===== config.mk =====
export PLATFORM = sky130hd
export DESIGN_NAME = axis_eth_framer
export DESIGN_NICKNAME = d
export VERILOG_FILES = /design/src/rtl/axis_eth_framer.sv
export SDC_FILE = /design/constraint.sdc
export NUM_CORES = 1
export LEC_CHECK = 0
export ABC_AREA = 1
export BUFFER_PORTS_ARGS = -buffer_cell sky130_fd_sc_hd__buf_2
export CAP_MARGIN = 20
export CELL_PAD_IN_SITES_DETAIL_PLACEMENT = 1
export CELL_PAD_IN_SITES_GLOBAL_PLACEMENT = 1
export CORE_ASPECT_RATIO = 1.75
export CORE_MARGIN = 2
export CORE_UTILIZATION = 33
export CTS_CLUSTER_SIZE = 12
export DETAILED_ROUTE_END_ITERATION = 8
export PLACE_DENSITY = 0.81
export SETUP_SLACK_MARGIN = 0.5
export SLEW_MARGIN = 0
export SYNTH_ARGS = -nofsm -noshare
export SYNTH_HDL_FRONTEND = slang
export SYNTH_SLANG_ARGS = --single-unit

===== constraint.sdc =====
create_clock -name clk -period 1.7 [get_ports clk]
set_clock_uncertainty 0.2 [all_clocks]
set_input_delay 0 -clock clk [delete_from_list [all_inputs] [get_ports clk]]
set_output_delay 0 -clock clk [all_outputs]
set_load 0.02 [all_outputs]

===== src/rtl/axis_eth_framer.sv =====
// Byte-wide AXI-Stream Ethernet framer: prepends preamble and SFD to each frame and
// zero-pads short frames up to the minimum length.
module axis_eth_framer #(
    parameter int unsigned PREAMBLE_BYTES  = 7,
    parameter logic [7:0]  SFD_BYTE        = 8'hD5,
    parameter int unsigned MIN_FRAME_BYTES = 60
) (
    input  logic       clk,
    input  logic       sreset,
    output logic       axis_i_tready,
    input  logic       axis_i_tvalid,
    input  logic       axis_i_tlast,
    input  logic [7:0] axis_i_tdata,
    input  logic       axis_o_tready,
    output logic       axis_o_tvalid,
    output logic       axis_o_tlast,
    output logic [7:0] axis_o_tdata
);

    localparam logic [3:0] PreLast  = 4'(PREAMBLE_BYTES - 1);
    localparam logic [8:0] MinLen   = 9'(MIN_FRAME_BYTES);
    localparam logic [8:0] MinLenM1 = MinLen - 9'd1;

    typedef enum logic [2:0] {
        StIdle,
        StPre,
        StSfd,
        StPay,
        StPad
    } state_e;

    state_e     state_q, state_d;
    logic [3:0] pre_ctr_q, pre_ctr_d;
    logic [7:0] len_ctr_q, len_ctr_d;

    logic [8:0] len_inc;
    logic       len_done;
    logic       len_sat;
    logic [7:0] len_next;
    logic       pad_last;

    // Length is compared 9 bits wide so MIN_FRAME_BYTES=255 and 0 both behave.
    assign len_inc  = {1'b0, len_ctr_q} + 9'd1;
    assign len_done = (len_inc >= MinLen);
    assign len_sat  = ({1'b0, len_ctr_q} >= MinLen);
    assign len_next = len_sat ? len_ctr_q : len_inc[7:0];
    assign pad_last = ({1'b0, len_ctr_q} == MinLenM1);

    always_ff @(posedge clk) begin
        if (sreset) begin
            state_q   <= StIdle;
            pre_ctr_q <= 4'd0;
            len_ctr_q <= 8'd0;
        end else begin
            state_q   <= state_d;
            pre_ctr_q <= pre_ctr_d;
            len_ctr_q <= len_ctr_d;
        end
    end

    always_comb begin
        state_d   = state_q;
        pre_ctr_d = pre_ctr_q;
        len_ctr_d = len_ctr_q;
        unique case (state_q)
            StIdle: begin
                if (axis_i_tvalid) begin
                    state_d   = StPre;
                    pre_ctr_d = 4'd0;
                    len_ctr_d = 8'd0;
                end
            end
            StPre: begin
                if (axis_o_tready) begin
                    pre_ctr_d = pre_ctr_q + 4'd1;
                    if (pre_ctr_q == PreLast) begin
                        state_d = StSfd;
                    end
                end
            end
            StSfd: begin
                if (axis_o_tready) begin
                    state_d = StPay;
                end
            end
            StPay: begin
                if (axis_i_tvalid && axis_o_tready) begin
                    len_ctr_d = len_next;
                    if (axis_i_tlast) begin
                        state_d = len_done ? StIdle : StPad;
                    end
                end
            end
            StPad: begin
                if (axis_o_tready) begin
                    len_ctr_d = len_next;
                    if (pad_last) begin
                        state_d = StIdle;
                    end
                end
            end
            default: state_d = StIdle;
        endcase
    end

    // Outputs are forced idle while reset is held so nothing leaks out mid-abandon.
    always_comb begin
        axis_i_tready = 1'b0;
        axis_o_tvalid = 1'b0;
        axis_o_tlast  = 1'b0;
        axis_o_tdata  = 8'h00;
        if (!sreset) begin
            unique case (state_q)
                StIdle: ;
                StPre: begin
                    axis_o_tvalid = 1'b1;
                    axis_o_tdata  = 8'h55;
                end
                StSfd: begin
                    axis_o_tvalid = 1'b1;
                    axis_o_tdata  = SFD_BYTE;
                end
                StPay: begin
                    axis_i_tready = axis_o_tready;
                    axis_o_tvalid = axis_i_tvalid;
                    axis_o_tdata  = axis_i_tdata;
                    axis_o_tlast  = axis_i_tlast && len_done;
                end
                StPad: begin
                    axis_o_tvalid = 1'b1;
                    axis_o_tlast  = pad_last;
                end
                default: ;
            endcase
        end
    end

endmodule


==> qor.csv <==
metric;value;unit
status;complete, but fails checks;
violated checks;setup timing;
ANT nets after route;0;
Seq cells post-synth;15;
Synth Area in XOR/XNOR;0.0219;
Clk network pwr share;0.092;
Commonest cells post-synth;nand2_1 (61), nor2_1 (44), nand3_1 (17), inv_1 (16), dfxtp_1 (15);
final core utilization;0.635;
Pwr Density;1530;nW/um^2
Mapped Cells;201;
hold depth;4;
GRT Util Overall;0.248;
register share of total power;0.183;
# nets final;284;
Antenna diodes;0;
DRC viols;0;
Iteration-0 DRC Markers;61;
Seq/Total Area, Yosys;0.250;
Slew Limit Headroom;0.705;
area share of and/or/nand/nor cells after synthesis;0.509;
leading area contributor after synthesis;dfxtp_1;
crit path kind;reg2out;
post-layout worst setup margin;-177;ps
Post-Place Worst Slack;11.2;ps
Area Growth Syn to Fin;87.8;%
fraction of the mapped netlist area in adder cells;0.0416;
Port Buf Inserts;23;
DRT Pass-1 Iters;4;
P_int;1.72;mW
Initial Utilization;0.338;
dpl hpwl;3090;microns
full die area;4160;sq um
Fillers;424;
RSZ-0062 raised after global routing;true;
Die H;83.9;microns
routed vias;1707;
Netlist cell types;26;
Psw;1.74;mW
minimum setup slack among reg-to-reg paths;-110;ps
most numerous cell in the Yosys netlist;nand2_1;
Worst Path Max Fanout;4;
crit start category;flip-flop;
die width;49.6;microns
Mapped Nets;218;
final instance count without filler cells;312;
vias in the first global route;1769;
Worst path slowest cell;dfxtp_2;
via/cell ratio;5.47;
Avg Cell Area, Syn;5.98;sq um
core area;3560;sq um
maximum VDD drop;0.000948;V
WL final;6950;microns
Max Fclk;0.533;GHz
critical path cell sequence;buf_4 > nand2_1 > nor2_1 > nand4_1 > nand2_1 > nand3_2 > nand2_2 > a21oi_4 > buf_6;
cell area after synthesis;1200;sq um
worst hold margin;152;ps
Ports;24;
ys flop type;dfxtp_1;
CTS sink count;15;
FP Rows;29;
clk root buf;clkbuf_8;
synth top area cells;dfxtp_1 (25%), nand2_1 (19%), nor2_1 (14%);
Placed Area;1450;sq um
Final Cell Area;2260;sq um
slowest stage delay, CP;360;ps
cts bufs inserted;3;
clk buf depth;2;
drt wl/cell;22.3;microns
mux contribution to synthesized area;0;
Comb power frac;0.725;
final hold violations;0;
crit path DAT;1680;ps
CP endpoint kind;output port;
Hold Path Class;in2out;
Leak Pwr;1.00;nW
Placed Cells incl. Taps;275;
Final min period;1880;ps
main combinational cell family by area after synthesis;simple AND/OR/NAND/NOR gates;
synth warn;0;
antenna violations before repair;0;
EDFF count, synth;0;
share of layout cells above drive strength 1;0.624;
Compound-Gate Fraction of Synth Area;0.0937;
max_cap viols;0;
Final Max Tran Viols;0;
worst path required time;1500;ps
largest net degree at the start of global routing;11;
placer congestion estimate;0.872;
grt total ovfl;0;
Tightest Pin Transition;440;ps
fraction of registers with async set/reset;0;
# H-tree levels;1;
R2R depth;12;
Final Cycle Share;1.10;
CTS tree;yes;
crit-path most repeated cell;nand2_1;
post-synth top area share;0.250;
global-route wire length before repair;7900;microns
Clk Latency, worst-skew pair;270;ps
Worst-path clk slew;60;ps
final setup fails;9;
sw frac;0.503;
==> cell families after synthesis <==
kind of cell,Yosys count
simple gates,138
buf+inv,25
compound gates,16
flops,15
fa+ha+maj,4
xor+xnor,3
==> sequential cells by signal (all words and copies together) (netlist names) <==
name / count
len_ctr_q: 8
state_q: 3
pre_ctr_q: 4
==> layout by cell type, fill, tap and decap left out, types with 2 or more instances in the layout <==
master,n
nand2_1,34
buf_4,28
nand2_2,24
nor2_1,24
buf_6,20
nor2_4,17
inv_1,13
buf_2,12
nand3_2,8
nand3_1,8
nor2_2,7
inv_2,6
nand4_1,6
nand2_4,5
o21ai_2,5
dfxtp_4,5
dfxtp_2,5
dfxtp_1,5
o21ai_4,3
clkbuf_8,3
nand2_8,2
inv_4,2
nand3_4,2
a21oi_4,2
xor2_1,2
ha_1,2
ha_4,2
dlygate4sd3_1,2
==> path summary, 6_finish.rpt <==
check                                      from              end
worst max-delay path               len_ctr_q[2]     axis_o_tlast
worst min-delay path            axis_i_tdata[2]  axis_o_tdata[2]
worst max register to register     len_ctr_q[1]     len_ctr_q[2]
worst min register to register     pre_ctr_q[0]     pre_ctr_q[0]
==> metrics by stage <==
step | power (mW) | TNS (ps)
after floorplan | 1.44 | 0
after global placement | 1.70 | 0
after detailed placement | 1.74 | 0
after CTS | 2.57 | -141
after global routing | 3.62 | -1110
final | 3.46 | -454
==> final cells by class <==
class | count | area (sq um) | area share
tap | 46 | 57.6 | 0.0255
inverter | 23 | 96.3 | 0.0427
clock buffer | 3 | 41.3 | 0.0183
timing repair buffer | 63 | 536 | 0.237
sequential | 15 | 325 | 0.144
clock inverter | 1 | 5.00 | 0.00222
multi-input combinational | 161 | 1200 | 0.530
==> per-layer routing <==
layer	share of wire	routed length, microns	global-route usage	vias to the layer above
li1	-	-	-	762
met2	0.56	3870	0.512	75
met3	0.040	277	0.0233	41
met4	0.072	500	0.136	0
met1	0.33	2300	0.214	829
met5	0	0	0	-
==> worst max-delay path: cells and delay by family (launching register included) <==
family	cells	cell delay, ps
simple gates	6	700
compound gates	1	60
flops	1	360
buf+inv	2	290
==> power by group through the flow <==
stage | Sequential [mW] | Combinational [mW] | Clock (mW)
2_1_floorplan | 0.534 | 0.906 | 0
4_1_cts | 0.601 | 1.66 | 0.313
5_1_grt | 0.637 | 2.65 | 0.335
3_5_place_dp | 0.583 | 1.16 | 0
3_3_place_gp | 0.577 | 1.12 | 0
6_report | 0.633 | 2.51 | 0.319
==> repair_timing <==
item / 4_1_cts / 5_1_grt
resized for setup: 53 / 87
hold endpoints to repair: 11 / 0
buffers inserted: 22 / 9
hold buffers: 2 / 0
pin swaps: 21 / 28
setup endpoints to repair: 26 / 26
No activity file was read; power rests on OpenSTA's default activity.
